File: src/rtl/lapido_pkg.sv
// Shared Lapido core definitions: register address width and the stall-cause
// encoding reported by the hazard controller.
package lapido_pkg;

  localparam int REG_ADDR_W = 4;

  localparam logic [1:0] STALL_RUN      = 2'b00;
  localparam logic [1:0] STALL_LOAD_USE = 2'b01;
  localparam logic [1:0] STALL_MEM_WAIT = 2'b10;

  // Register-address compare; register 0 is deliberately not special-cased.
  function automatic logic reg_match(input logic [REG_ADDR_W-1:0] a,
                                     input logic [REG_ADDR_W-1:0] b);
    return (a == b);
  endfunction

endpackage

File: src/rtl/sat_counter.sv
// Saturating up-counter with synchronous active-low reset and synchronous clear.
module sat_counter #(
  parameter int CNT_W = 16
) (
  input  logic             clock,
  input  logic             reset_n,
  input  logic             srst,
  input  logic             en,
  output logic [CNT_W-1:0] count
);

  logic [CNT_W-1:0] count_r;

  // Count state: reset/clear to zero, otherwise increment until all-ones.
  always_ff @(posedge clock) begin
    if (!reset_n) begin
      count_r <= {CNT_W{1'b0}};
    end else if (srst) begin
      count_r <= {CNT_W{1'b0}};
    end else if (en && (count_r != {CNT_W{1'b1}})) begin
      count_r <= count_r + {{(CNT_W-1){1'b0}}, 1'b1};
    end else begin
      count_r <= count_r;
    end
  end

  assign count = count_r;

endmodule

File: src/rtl/hazard_control_unit.sv
// Lapido stall/flush controller: load-use bubbles and data-memory wait freezes.
// Optional stall statistics counters are built when HAZARD_STATS_EN is defined.
module hazard_control_unit
  import lapido_pkg::*;
#(
  parameter int CNT_W = 16
) (
  input  logic                  clock,
  input  logic                  reset_n,
  input  logic                  id_valid,
  input  logic [REG_ADDR_W-1:0] id_registerA,
  input  logic [REG_ADDR_W-1:0] id_registerB,
  input  logic                  id_useB,
  input  logic                  id_memRead,
  input  logic                  id_memWrite,
  input  logic [REG_ADDR_W-1:0] id_registerRD,
  input  logic                  branch_flush,
  input  logic                  mem_ready,
  output logic                  pc_write,
  output logic                  if_id_write,
  output logic                  id_ex_write,
  output logic                  id_ex_flush,
  output logic                  ex_mem_write,
  output logic                  mem_wb_flush,
  output logic [1:0]            stall_cause,
  output logic [CNT_W-1:0]      load_use_count,
  output logic [CNT_W-1:0]      mem_wait_count
);

  logic                  ex_vld_r;
  logic                  ex_load_r;
  logic                  ex_acc_r;
  logic [REG_ADDR_W-1:0] ex_rd_r;
  logic                  mem_vld_r;
  logic                  mem_acc_r;
  logic                  mem_wait_s;
  logic                  load_use_s;
  logic [1:0]            cause_s;

  assign mem_wait_s = mem_vld_r && mem_acc_r && !mem_ready;
  assign load_use_s = id_valid && !branch_flush && ex_vld_r && ex_load_r &&
                      (reg_match(ex_rd_r, id_registerA) ||
                       (id_useB && reg_match(ex_rd_r, id_registerB)));

  // Shadow copy of EX/MEM memory-instruction info, advancing with the pipeline enables.
  always_ff @(posedge clock) begin
    if (!reset_n) begin
      ex_vld_r  <= 1'b0;
      ex_load_r <= 1'b0;
      ex_acc_r  <= 1'b0;
      ex_rd_r   <= {REG_ADDR_W{1'b0}};
      mem_vld_r <= 1'b0;
      mem_acc_r <= 1'b0;
    end else begin
      if (id_ex_write) begin
        if (id_ex_flush || branch_flush || !id_valid) begin
          ex_vld_r  <= 1'b0;
          ex_load_r <= 1'b0;
          ex_acc_r  <= 1'b0;
          ex_rd_r   <= {REG_ADDR_W{1'b0}};
        end else begin
          ex_vld_r  <= 1'b1;
          ex_load_r <= id_memRead;
          ex_acc_r  <= id_memRead || id_memWrite;
          ex_rd_r   <= id_registerRD;
        end
      end
      if (ex_mem_write) begin
        mem_vld_r <= ex_vld_r;
        mem_acc_r <= ex_acc_r;
      end
    end
  end

  // Stall arbitration (MEM_WAIT over LOAD_USE over RUN) and pipeline controls.
  always_comb begin
    pc_write     = 1'b1;
    if_id_write  = 1'b1;
    id_ex_write  = 1'b1;
    id_ex_flush  = 1'b0;
    ex_mem_write = 1'b1;
    mem_wb_flush = 1'b0;
    if (mem_wait_s) begin
      cause_s = STALL_MEM_WAIT;
    end else if (load_use_s) begin
      cause_s = STALL_LOAD_USE;
    end else begin
      cause_s = STALL_RUN;
    end
    case (cause_s)
      STALL_MEM_WAIT: begin
        pc_write     = 1'b0;
        if_id_write  = 1'b0;
        id_ex_write  = 1'b0;
        ex_mem_write = 1'b0;
        mem_wb_flush = 1'b1;
      end
      STALL_LOAD_USE: begin
        pc_write    = 1'b0;
        if_id_write = 1'b0;
        id_ex_flush = 1'b1;
      end
      default: begin
        pc_write = 1'b1;
      end
    endcase
  end

  assign stall_cause = cause_s;

`ifdef HAZARD_STATS_EN
  sat_counter #(.CNT_W(CNT_W)) u_load_use_cnt (
    .clock   (clock),
    .reset_n (reset_n),
    .srst    (1'b0),
    .en      (cause_s == STALL_LOAD_USE),
    .count   (load_use_count)
  );

  sat_counter #(.CNT_W(CNT_W)) u_mem_wait_cnt (
    .clock   (clock),
    .reset_n (reset_n),
    .srst    (1'b0),
    .en      (cause_s == STALL_MEM_WAIT),
    .count   (mem_wait_count)
  );
`else
  assign load_use_count = {CNT_W{1'b0}};
  assign mem_wait_count = {CNT_W{1'b0}};
`endif

endmodule

File: config.mk
export PLATFORM = sky130hd
export DESIGN_NAME = hazard_control_unit
export DESIGN_NICKNAME = d
export VERILOG_FILES = /design/src/rtl/lapido_pkg.sv /design/src/rtl/sat_counter.sv /design/src/rtl/hazard_control_unit.sv
export SDC_FILE = /design/constraint.sdc
export NUM_CORES = 1
export LEC_CHECK = 0
export BUFFER_PORTS_ARGS = -buffer_cell sky130_fd_sc_hd__buf_4
export CAP_MARGIN = 10
export CORE_ASPECT_RATIO = 0.9
export CORE_MARGIN = 10
export CORE_UTILIZATION = 42
export DETAILED_ROUTE_END_ITERATION = 6
export PLACE_DENSITY = 0.9
export SETUP_SLACK_MARGIN = 0.4
export SLEW_MARGIN = 25
export SYNTH_ARGS = -nofsm -noshare
export SYNTH_HDL_FRONTEND = slang
export SYNTH_SLANG_ARGS = --single-unit
File: constraint.sdc
create_clock -name clock -period 3.39 [get_ports clock]
set_clock_uncertainty 0.15 [all_clocks]
set_input_delay 0.339 -clock clock [delete_from_list [all_inputs] [get_ports clock]]
set_output_delay 0.339 -clock clock [all_outputs]
set_load 0.01 [all_outputs]
# Word level (Yosys, flattened, before mapping)

Index checks and enable logic that the tools add are counted.

Bits in registers: 9
Word-level logic and storage cells: 35
Output and inout bits: 40
Input bits: 20

Multiplexer cells: 10
Eq/ne operators: 4
Reductions and logical operators: 15

Operators by type and width:

| cell               | number |
|---|---|
| $eq 4x4->1         | 2 |
| $mux 1             | 8 |
| $logic_and 1x1->1  | 7 |
| $logic_or 1x1->1   | 4 |
| $mux 4             | 1 |
| $logic_not 1->1    | 3 |
| $eq 2x1->1 const B | 1 |
| $eq 2x2->1 const B | 1 |
| $mux 2             | 1 |
| $reduce_or 2->1    | 1 |

# Longest topological paths before layout

Gate-level depths: netlist of run 1.

Word-level depth: 12
Gate-level depth with buffers: 6
Mapped depth without buffers: 5

# Worst setup path after synthesis of run 1

No wires, ideal clock.

Path type: flip-flop to output port
Start: reg ex_rd_r[1]
End: out stall_cause[0]
Data required time: 2.901 ns
Cell stages (with the launch flop): 6
Arrival time: 1.409 ns
Setup slack: 1.492 ns
Buffers on the path: 1
Path through: dfxtp_1 xor2_1 nor4_2 a31oi_1 nor3b_1 buf_4

Longest elaborated chain between the ends: 6
Elaborated cells between the ends (all ways): 7
Those cells by class: 2 x eq/ne; 2 x mux; 3 x reduce/logical

RTL lines:

| what                   | line                      | RTL |
|---|---|---|
| from (decl)            | hazard_control_unit.sv:33 | `logic [REG_ADDR_W-1:0] ex_rd_r;` |
| from (signal assigned) | hazard_control_unit.sv:51 | `ex_rd_r <= {REG_ADDR_W{1'b0}};` |
| from (signal assigned) | hazard_control_unit.sv:60 | `ex_rd_r <= {REG_ADDR_W{1'b0}};` |
| from (signal assigned) | hazard_control_unit.sv:65 | `ex_rd_r <= id_registerRD;` |
| $eq 4x4->1             | lapido_pkg.sv:14          | `return (a == b);` |
| $logic_and 1x1->1      | hazard_control_unit.sv:43 | `(id_useB && reg_match(ex_rd_r, id_registerB)));` |
| $logic_or 1x1->1 (*)   | hazard_control_unit.sv:42 | `(reg_match(ex_rd_r, id_registerA) \|\|` |
| $logic_and 1x1->1 (*)  | hazard_control_unit.sv:41 | `assign load_use_s = id_valid && !branch_flush && ex_vld_r && ex_load_r &&` |
| $mux 1 (*)             | hazard_control_unit.sv:85 | `end else if (load_use_s) begin` |
| $mux 2 (*)             | hazard_control_unit.sv:83 | `if (mem_wait_s) begin` |
| to (decl)              | hazard_control_unit.sv:25 | `output logic [1:0] stall_cause,` |

Every way passes the cells marked *; elsewhere a longest branch is shown, timed or not.

# Worst setup path in the final report of run 1

Start: reg ex_rd_r[1]
End: out pc_write

Longest elaborated chain between the ends: 9
Elaborated cells between the ends (all ways): 11
Those cells by class: 4 x eq/ne; 3 x mux; 4 x reduce/logical

RTL lines:

| what                                            | line                      | RTL |
|---|---|---|
| $eq 4x4->1                                      | lapido_pkg.sv:14          |  |
| $logic_and 1x1->1                               | hazard_control_unit.sv:43 |  |
| $logic_or 1x1->1 (*)                            | hazard_control_unit.sv:42 |  |
| $logic_and 1x1->1 (*)                           | hazard_control_unit.sv:41 |  |
| $mux 1 (*)                                      | hazard_control_unit.sv:85 |  |
| $mux 2 (*)                                      | hazard_control_unit.sv:83 |  |
| $eq 2x1->1 / $eq 2x2->1 (equally long branches) | hazard_control_unit.sv:90 | `case (cause_s)` |
| $reduce_or 2->1 (no source line) (*)            | -                         |  |
| $mux 1 (*)                                      | hazard_control_unit.sv:90 |  |
| to (decl)                                       | hazard_control_unit.sv:19 | `output logic pc_write,` |

Marked as above.

==> results of run 1 <==
[path summary, 6_finish.rpt]
path	startpoint	end	slack, ps	depth (start not counted)
worst max-delay path	ex_rd_r[1]	pc_write	1260	5
worst min register to register	ex_load_r	ex_load_r	300	2
worst min-delay path	id_registerRD[0]	ex_rd_r[0]	190	3
worst max register to register	ex_rd_r[1]	ex_rd_r[3]	1870	4
[synth_stat cells (2+ instances only)]
master	count
buf_4	36
dfxtp_1	9
nand2_1	7
nand4_1	5
nor2b_1	2
nor3b_1	2
o21a_1	2
o21ai_1	6
xor2_1	7
[stage by stage]
stage | hold slack, ps | total power [uW]
3_5_place_dp | 289 | 164
4_1_cts | 187 | 245
5_1_grt | 200 | 259
3_3_place_gp | 286 | 162
6_report | 189 | 245
2_1_floorplan | 271 | 170
[cell families after synthesis]
logic type      after synthesis  share of synthesized area, %
flops                         9                          23.5
other cells                   1                         0.489
xor+xnor                      8                          9.14
buf+inv                      40                          37.2
simple gates                 23                          19.2
compound gates               12                          10.4
[per-layer routing]
layer / wire [um] / share of wire, % / vias up / global-route usage (%)
met5: 0 / 0 / - / 0
met2: 870 / 45 / 44 / 16.0
met1: 783 / 40 / 268 / 9.99
li1: - / - / 296 / -
met4: 51 / 2.6 / 0 / 7.32
met3: 249 / 13 / 5 / 4.97
[sequential cells by signal, summed over array words and instances (netlist names)]
register and flops:
mem_acc_r 1, ex_rd_r 4, ex_vld_r 1, ex_load_r 1, ex_acc_r 1, mem_vld_r 1
[worst max-delay path, cell delays in order, from the launching register on]
cell	delay (ps)
dfxtp_1	350
xor2_1	180
nor4_2	340
a32o_2	290
nor2_1	80
buf_4	150
[layout by cell type (no fill, tap or decap)]
master	count
xor2_1	7
nand3_1	1
nor2_1	1
nor3_1	1
and2_1	1
buf_4	27
inv_1	1
nor4_2	1
o21ai_2	1
clkbuf_1	1
a32o_2	1
dfxtp_1	9
nor2b_1	2
conb_1	32
a31oi_1	1
xnor2_1	1
clkbuf_4	3
nor3b_1	2
nand4_1	5
inv_2	1
o21ai_1	6
o2111ai_1	1
and4b_1	1
o21a_1	2
nand3b_4	1
nand2_1	7
[area by class of cell]
type                    instances  area (um^2)
multi-input cells              75          418
clock buffers                   4         26.3
repair buffers                 27          203
inverters                       2         7.51
flip-flops and latches          9          180
fillers                       162          835
well taps                      24         30.0
[power by group]
group / internal, uW / leakage [uW] / total [uW] / switching (uW)
clock network: 45.3 / 0.0000150 / 81.1 / 35.8
registers: 109 / 0.0000733 / 112 / 2.74
logic: 21.5 / 0.000386 / 52.2 / 30.7
==> impl_summary.md, run 1 <==
Status
The flow ran to the end, and the final reports show no timing, DRC or antenna violations.

Yosys
The area share of the largest cell type after synthesis is a little over a third. After synthesis, the netlist uses 26 different library cells. After synthesis the cells add up to 767 um^2. The mean instance size in the synthesized netlist is between 8 and 9 um^2. The share of flip-flops with an asynchronous set or reset after synthesis is 0%. The total number of yosys warnings is 0. The register area share after synthesis is 23.5%. The most used flip-flop cell after synthesis is dfxtp_1. Summed over all instances, the cell type with the most area after synthesis is buf_4. After synthesis the netlist holds a flip-flop and latch count of 9.

By area the synthesized netlist is led by buf_4, dfxtp_1, xor2_1, nand4_1, o21ai_1. Counting flops with a built-in enable in the synthesized netlist gives 0. Counting every instance in the synthesized netlist gives 93.

Timing
The final-report hold violation count is 0. In the post-route analysis, the smallest setup slack over all paths is roughly 1300 ps. Setup repair after global routing left no endpoint under its margin.

Of the available clock period, the critical path in the final layout requires 62.8%. The final count of pins violating max slew came to 0. Adding up every negative setup slack in the final design gives 0 ps. The count of endpoints failing setup in the final report is 0. The final period demand of the worst path is between 2000 and 2500 ps. Static timing analysis puts the maximum clock frequency at 470 MHz.

Detailed routing
Before antenna repair, the detailed router went through 4 iterations. Once detail routing completed, the nets flagged for antenna violations numbered 0. The count of routing violations after the opening detailed-route iteration is 32. The final route contains around 600 vias. The post-detailed-route wirelength per cell is 13.9 um. The final layout contains routed wiring with a total length of 1950 um. After detailed routing, the number of remaining DRC violations is 0. After detailed routing, the number of vias per cell comes to 4.35.

Hold path
In this run the worst hold path is classified as input port to flip-flop.

Floorplan
The area of the placeable core is 1700 um^2. The initial cell density of the core is approximately 45%. The number of placement rows is 14.

The die is 65.0 um wide. The area enclosed by the die boundary is slightly below 4000 um^2. The die is 60.5 um tall. In this run the count of I/O pins placed on the die edge is 60.

Cells and area
In the final design database the tool counted ~140 nets. The utilization of the core after routing is 50.9%. Cells with a size suffix above 1 make up 29.9% of the layout.

The number of antenna diodes in the final layout is 0. Relative to the synthesized area, the layout overhead comes to 12.7%. The post-route cell area is 865 um^2. After the flow finishes, the layout carries non-filler instances totaling 141.

GRT
The wire length of the first global-routing pass is between 3000 and 4000 um. The initial antenna violation count is 0. The via count of the first global-routing pass is around 700. Global routing used 9.95% of the available tracks.

The total overflow reported by the global router is 0. Entering global routing, the biggest net connects 12 pins.

Worst setup path
The setup path with the least slack is of type flip-flop to output pin. The critical path required time is 2900 ps. STA classifies the critical path endpoint as an output pin. The data arrival time of the worst path is ~1600 ps. The highest fanout seen on the critical path is 8.

The worst setup path is launched from a flip-flop.

Power
The worst ir drop on vdd is 0.112 mV. For this design the ratio of total power to cell area is 283 nW/um^2. The leakage power of the design is 0.000474 uW.

Placed design
After legalization and detailed placement, the total HPWL measured ~1700 um. Once placement finished, the instance area stood at 838 um^2. The count of input and output buffers is 27.

The number of placed cells counting well taps is 137. The final estimated routing congestion in global placement is 0.755. The worst slack at placement is 1450 ps.

Clocking
Clock-pin slew was measured on the worst setup and hold paths at 60 ps. Clock latency on the worst-skew pair, taken at its later pin, is 260 ps. For this design, the CTS-stage hold fixing added 0 buffers. The post-CTS setup buffer count is 0.

The clock passes through at most 2 buffers. The cell at the root of the clock tree is clkbuf_4. The count of clock tree sinks is 9. The H-tree depth is 1.

TritonCTS created 3 clock buffers. The post-cts resize count is 0. TritonCTS built the clock tree.

Job
Max-cap violations in this run came to 0.
Note: power is estimated with default switching activity, not from simulation.
==> inputs of run 2 (changes only) <==
--- a/config.mk
+++ b/config.mk
@@ -5,13 +5,14 @@
 export SDC_FILE = /design/constraint.sdc
 export NUM_CORES = 1
 export LEC_CHECK = 0
+export ABC_AREA = 1
 export BUFFER_PORTS_ARGS = -buffer_cell sky130_fd_sc_hd__buf_4
 export CAP_MARGIN = 10
 export CORE_ASPECT_RATIO = 0.9
 export CORE_MARGIN = 10
-export CORE_UTILIZATION = 42
+export CORE_UTILIZATION = 40
 export DETAILED_ROUTE_END_ITERATION = 6
-export PLACE_DENSITY = 0.9
+export PLACE_DENSITY = 0.84
 export SETUP_SLACK_MARGIN = 0.4
 export SLEW_MARGIN = 25
 export SYNTH_ARGS = -nofsm -noshare
==> constraint.sdc (replaced) <==
create_clock -name clock -period 2.1 [get_ports clock]
set_clock_uncertainty 0.15 [all_clocks]
set_input_delay 0.21 -clock clock [delete_from_list [all_inputs] [get_ports clock]]
set_output_delay 0.21 -clock clock [all_outputs]
set_load 0.01 [all_outputs]
==> impl_summary.md, run 2 <==
Worst setup path
The maximum single-stage delay on the critical path is 350 ps (about the same). The signal on the critical path passes through xor2_1 > nor2_1 > nand2_2 > nand2_4 > nand2_4 > nor2_4 > buf_4. The worst setup path is launched from a flip-flop. The critical path required time is 1740 ps (-1160 ps). The category of cells accounting for the largest share of critical-path delay is simple AND/OR/NAND/NOR gates. Among all stages on the critical path, the largest delay is contributed by dfxtp_4.

The cell seen most often among critical-path stages is nand2_4. The buffer and inverter count on the worst path is 1 (unchanged). The kind of critical path is flip-flop to output pin. The data arrival time of the worst path is 1330 ps (-310 ps).

The highest fanout seen on the critical path is 4 (-4). The nature of the critical path endpoint is an output pin.

Timing
The highest achievable clock rate is 592 MHz. The count of endpoints failing setup in the final report is 0 (unchanged). The minimum setup slack in the final design was 411 ps (-849 ps). The final-report hold violation count is 0 (unchanged). The final count of pins violating max slew is 0 (unchanged). The final-layout setup total negative slack is 0 ps (unchanged).

The final period demand of the worst path is ~1700 ps. The post-route fraction of the period consumed by the critical path is 80.4%. Setup repair after global routing could not meet its margin everywhere.

Cells and area
The sequential cell area is 188 um^2 (+4.2%). The register name with the most flops is ex_rd_r. The antenna diode instance count was 0 (unchanged). Leaving out fill and tap cells, the most frequent cell in the layout is conb_1. The growth of design area from synthesis to finish is 17.4%.

The utilization of the core after routing is 49.8% (-1.0 points). The number of flip-flops under the largest register name is 4 (unchanged). The share of cells above drive strength 1 is 34.0% (+4.1 points). The post-layout net count is 168 (+22%). The number of fill cells in the layout is 198 (+22%). The footprint of the multi-input gates is 444 um^2 (+6.3%).

The post-route cell area came to 963 um^2 (+11%). The library cells used most frequently in the layout, excluding fill and tap cells, are conb_1, buf_4, nand2_1.

Clocking
The count of clock tree sinks is 9 (unchanged). The clock-pin slew on the worst setup and hold paths is 60 ps (about the same). The count of hold-fix buffers inserted at cts is 0 (unchanged).

The maximum clock insertion buffer count was 2 (unchanged). TritonCTS built the clock tree. The H-tree depth is 1 (unchanged). The number of buffers created by CTS was 3 (unchanged). The later-pin clock latency in the skew report is 250 ps (about the same). The tree is rooted in a clkbuf_4.

Yosys
The number of enable-type register cells in the synthesized netlist is 0 (unchanged). The area share of the largest cell type after synthesis is 32.9% (-2.3 points). The mean instance size in the synthesized netlist is 6.90 um^2 (-16%). The share of flip-flops with an asynchronous set or reset after synthesis is 0% (unchanged). The most repeated cell in the gate-level netlist after synthesis is buf_4. The synthesized netlist cell count is 119 (+28%).

After synthesis, the cell types taking the most area are buf_4, dfxtp_1, nand2_1, nor2_1, nand4_1. The largest area contributor in the netlist is buf_4. In the synthesized netlist the dominant register cell turns out to be dfxtp_1. The post-synthesis instance area is 821 um^2 (+7.0%).

The total number of yosys warnings is 0 (unchanged). The register area share after synthesis came to 22.0% (-1.5 points). By count the netlist is led by buf_4, nand2_1, nor2_1. The count of different cell masters after synthesis was 21 (-19%). The number of synthesized register bits is 9 (unchanged).

Placed design
The count of input and output buffers is 27 (unchanged). The worst slack at placement is 540 ps (-908 ps). The total cell area at the placement stage is 903 um^2 (+7.8%).

The final estimated routing congestion in global placement is 0.795 (+5.3%). The final HPWL from detailed placement came to 1670 um (+0.72%).

Detailed routing
The detailed-routing iteration count for the pre-antenna-repair pass is 4 (unchanged). The routed metal-1 wirelength is 661 um (-16%). The post-detailed-route wirelength per cell is 11.2 um (-19%). The detailed-route vias per instance is 3.95 (-9.2%). The sum of routed wire length over all layers came to 1930 um (-1.2%). The count of routing violations after the opening detailed-route iteration is 26 (-19%). The met3 wire length was 317 um (+27%). The total length of routed met2 wires came to 952 um (+9.4%).

The number of DRC violations after detailed routing was 0 (unchanged). The via count of the routed design is 679 (+11%). Routed signal wires occupy layers up through met3.

The post-detailed-route count of antenna-violating nets is 0 (unchanged).

Status
The run finished with clean final reports.

Power
The leakage power of the design is 0.000514 uW (+8.4%). The total power after layout is 401 uW (+64%). The worst ir drop on vdd is 0.284 mV (+150%). The combinational group share of total power is 23.1% (+1.8 points). The switching part of the total power is 28.9% (+0.64 points).

The total power density per cell area is 416 nW/um^2 (+47%). The power dissipated by switching net loads is 116 uW (+67%). The clock power share is 32.2% (-0.9 points).

The internal portion of total power is 285 uW (+62%). The proportion of power drawn by flip-flops and latches is 44.7% (-0.9 points).

GRT
The via count of the first global-routing pass is 659 (-5.3%). The total overflow reported by the global router is 0 (unchanged). The overall routing resource usage is 8.10% (-1.8 points). The initial antenna violation count is 0 (unchanged).

The pin count of the biggest net entering global routing is 12 (unchanged). The wire length of the first global-routing pass is 2820 um (-9.7%).

Floorplan
The area enclosed by the die boundary is 4270 um^2 (+8.3%). The die height was 63.0 um (+4.0%). The number of placement rows was 15 (+1).

The area of the placeable core is 1930 um^2 (+14%). The initial cell density of the core is 42.5% (-2.7 points). The top-level I/O count is 60 (unchanged).

The chip width is 67.8 um (+4.2%).

Hold path
In this run the worst hold path is classified as input port to flip-flop.

Job
The count of max-cap constraint violations is 0 (unchanged).
run 2: cell families (layout without fill, tap and decap cells):
logic type | count (synthesis) | in the layout | synth area share, %
flip-flops | 9 | 9 | 22.0
buffers and inverters | 49 | 46 | 39.0
XOR/XNOR | 3 | 3 | 3.20
AO/OA/AOI/OAI | 8 | 8 | 6.71
AND/OR/NAND/NOR | 49 | 49 | 28.7
other | 1 | 32 | 0.457
run 2: repair_timing:
item | 4_1_cts | 5_1_grt
pin swaps | 3 | 3
buffers inserted | 1 | 1
resized for setup | 5 | 3
setup endpoints to repair | 4 | 4
run 2: path summary, 6_finish.rpt:
check	from	to	slack (ps)	cells past startpoint
setup / recovery	ex_rd_r[0]	stall_cause[0]	410	7
hold / removal	id_registerRD[1]	ex_rd_r[1]	80	3
setup reg to reg	ex_rd_r[0]	ex_rd_r[3]	670	8
hold reg to reg	ex_acc_r	ex_acc_r	330	2
run 2: tightest hold or removal path: cells and delay by family:
| family | cells | cell delay (ps) |
|---|---|---|
| buffers and inverters | 1 | 110 |
| AO/OA/AOI/OAI | 1 | 50 |
| AND/OR/NAND/NOR | 1 | 70 |
run 2: area by class of cell:
type | count | area share [%]
sequential | 9 | 19.5
inverter | 12 | 4.68
timing repair buffer | 30 | 23.8
clock buffer | 4 | 2.73
multi-input combinational | 92 | 46.1
tap | 25 | 3.25
run 2: power by group through the flow:
stage / clock network (uW) / logic, uW / registers (uW)
after floorplan: 0 / 100 / 183
after global placement: 0 / 88.0 / 183
after detailed placement: 0 / 89.5 / 184
after CTS: 134 / 89.7 / 180
after global routing: 137 / 104 / 180
final: 129 / 92.8 / 179
run 2: per-layer routing:
metal,vias to the layer above,GRT usage (%)
li1,351,-
met4,0,3.85
met5,-,0
met1,291,8.67
met3,0,3.41
met2,37,13.1
run 2: stage by stage:
| stage | std cells | hold WS (ps) |
|---|---|---|
| floorplan | 150 | 223 |
| global placement | 166 | 304 |
| detailed placement | 166 | 323 |
| CTS | 171 | 75.2 |
| global route | 172 | 95.2 |
| finish | 172 | 80.0 |
==> inputs of run 3 (changes only) <==
--- a/config.mk
+++ b/config.mk
@@ -10,9 +10,9 @@
 export CAP_MARGIN = 10
 export CORE_ASPECT_RATIO = 0.9
 export CORE_MARGIN = 10
-export CORE_UTILIZATION = 40
+export CORE_UTILIZATION = 36
 export DETAILED_ROUTE_END_ITERATION = 6
-export PLACE_DENSITY = 0.84
+export PLACE_DENSITY = 0.8
 export SETUP_SLACK_MARGIN = 0.4
 export SLEW_MARGIN = 25
 export SYNTH_ARGS = -nofsm -noshare
==> constraint.sdc (replaced) <==
create_clock -name clock -period 1.5 [get_ports clock]
set_clock_uncertainty 0.15 [all_clocks]
set_input_delay 0.15 -clock clock [delete_from_list [all_inputs] [get_ports clock]]
set_output_delay 0.15 -clock clock [all_outputs]
set_load 0.01 [all_outputs]
==> impl_summary.md, run 3 (synthesized netlist as in run 2, its figures left out) <==
Status
The run finished, with violations left. The final reports fail on negative setup slack.

Cells and area
The register name with the most flops is ex_rd_r. The post-layout net count is 176 (+4.8%). The commonest non-fill, non-tap cell in the layout is conb_1. The non-filler instance count after layout is 182 (+5.8%). The area growth from synthesis to layout is 32.8%.

The share of cells above drive strength 1 was 45.2% (+11 points). The number of flip-flops under the largest register name is 4 (unchanged). In the layout the commonest cells are conb_1, buf_4, nand2_1. The antenna diode instance count is 0 (unchanged).

Timing
The final-report hold violation count came to 0 (unchanged). Counting I/O delays and the setup requirement, the final critical path takes 1660 ps. The final count of pins violating max slew came to 0 (unchanged). Of the available clock period, the critical path in the final layout requires 111%. The minimum setup slack in the final design was -161 ps (-572 ps).

The count of endpoints failing setup in the final report is 4 (+4). Setup repair after global routing could not meet its margin everywhere. Based on the critical path, the design can be clocked at up to 602 MHz.

Detailed routing
The post-detailed-route count of antenna-violating nets is 0 (unchanged). The sum of routed wire length over all layers is 2050 um (+6.1%). The via count of the routed design is 729 (+7.4%). The number of DRC violations after detailed routing was 0 (unchanged).

The count of routing violations after the opening detailed-route iteration is 8 (-69%). The post-detailed-route wirelength per cell is 11.3 um (+0.28%). The detailed-route vias per instance is 4.01 (+1.5%). The detailed-routing iteration count for the pre-antenna-repair pass is 2 (-2).

GRT
The routing usage on met2 is 14.0% (+0.87 points). The global routing's busiest layer is met2. The overall routing resource usage is 8.17% (+0.061 points). The met1 layer usage reported by global route is 7.97% (-0.70 points). The wire length of the first global-routing pass is 3110 um (+10%). The total overflow reported by the global router is 0 (unchanged). The global routing usage on met3 came to 3.60% (+0.20 points). The via count of the first global-routing pass is 705 (+7.0%).

The pin count of the biggest net entering global routing is 10 (-2). The initial antenna violation count is 0 (unchanged).

Floorplan
The area enclosed by the die boundary is 4590 um^2 (+7.6%). The number of placement rows is 16 (+1). The initial cell density of the core was 37.6% (-4.8 points). The chip width was 70.3 um (+3.8%). The area of the placeable core is 2180 um^2 (+13%). The top-level I/O count is 60 (unchanged).

The die height is 65.3 um (+3.7%).

Clocking
The CTS tree is yes. The clock-pin slew on the worst setup and hold paths was 60 ps (about the same). The maximum clock insertion buffer count came to 2 (unchanged). The H-tree depth is 1 (unchanged). The later-pin clock latency in the skew report was 270 ps (+20 ps). The tree is rooted in a clkbuf_4.

The count of clock tree sinks is 9 (unchanged). The number of buffers created by CTS is 3 (unchanged).

Power
The total power after layout was 585 uW (+46%). The worst ir drop on vdd is 0.330 mV (+16%). The total power density per cell area is 537 nW/um^2 (+29%). The leakage power of the design came to 0.000566 uW (+10%).

Worst setup path
The kind of critical path is flip-flop to output pin. The worst setup path is captured at an output pin. The critical path required time is 1200 ps (-540 ps). The startpoint of the most critical setup path is ex_rd_r[1].

The startpoint identified for the worst register-to-register timing path is ex_rd_r[1]. The minimum setup slack among reg-to-reg paths is 80 ps (-590 ps). The data arrival time of the worst path is 1360 ps (+30 ps).

The highest fanout seen on the critical path is 4 (unchanged). The worst setup path is launched from a flip-flop.

Job
The count of max-cap constraint violations came to 0 (unchanged).

Placed design
The final estimated routing congestion in global placement is 0.712 (-10%). The final HPWL from detailed placement is 1660 um (-0.33%). The number of placed cells counting well taps was 169 (+1.8%). The count of input and output buffers is 27 (unchanged).

Hold path
The startpoint identified for the worst hold timing path is id_registerRD[0]. The worst min-delay path category is input port to flip-flop.
[run 3: through the flow]
stage	util [%]	hold slack [ps]	setup slack [ps]	setup TNS (ps)	instance area, um^2
finish	49.9	5.01	-161	-505	1090
global route	49.9	10.8	-252	-845	1090
CTS	47.9	7.32	-179	-553	1040
detailed placement	42.4	284	65.3	0	926
global placement	42.4	281	74.5	0	926
floorplan	-	156	123	0	950
[run 3: per-layer routing]
metal / vias to the layer above / share of wire (%)
li1: 372 / -
met1: 325 / 36
met2: 29 / 53
met3: 3 / 9.7
met4: 0 / 1.0
met5: - / 0
[run 3: final timing paths]
| kind | end | cells after the start |
|---|---|---|
| max | stall_cause[0] | 9 |
| min | ex_rd_r[0] | 3 |
| max reg2reg | ex_rd_r[2] | 10 |
| min reg2reg | ex_acc_r | 2 |
[run 3: final cells by class]
type	instances	area, um^2
inverter	12	47.5
tap	27	33.8
clock buffer	4	26.3
fill	222	1090
multi-input combinational	92	472
timing repair buffer	38	318
sequential	9	193
[run 3: repair_timing]
action / CTS / global route
resized for setup: 12 / 12
hold buffers: 1 / 0
hold endpoints to repair: 1 / 0
setup endpoints to repair: 17 / 17
buffers inserted: 6 / 2
pin swaps: 8 / 3
[run 3: power by group]
group | switching [uW] | total, uW | internal [uW] | leakage, uW
logic | 82.5 | 139 | 56.4 | 0.000474
registers | 5.91 | 250 | 244 | 0.0000767
clock network | 93.4 | 196 | 103 | 0.0000150
total | 182 | 585 | 403 | 0.000566
[run 3: critical path, stage by stage (launching register included)]
cell	delay, ps
dfxtp_4	370
inv_2	40
nand2_1	50
nand2_1	50
nor2_2	110
nand3_2	80
nand2_4	90
nand2_4	60
nor2_4	100
buf_4	130
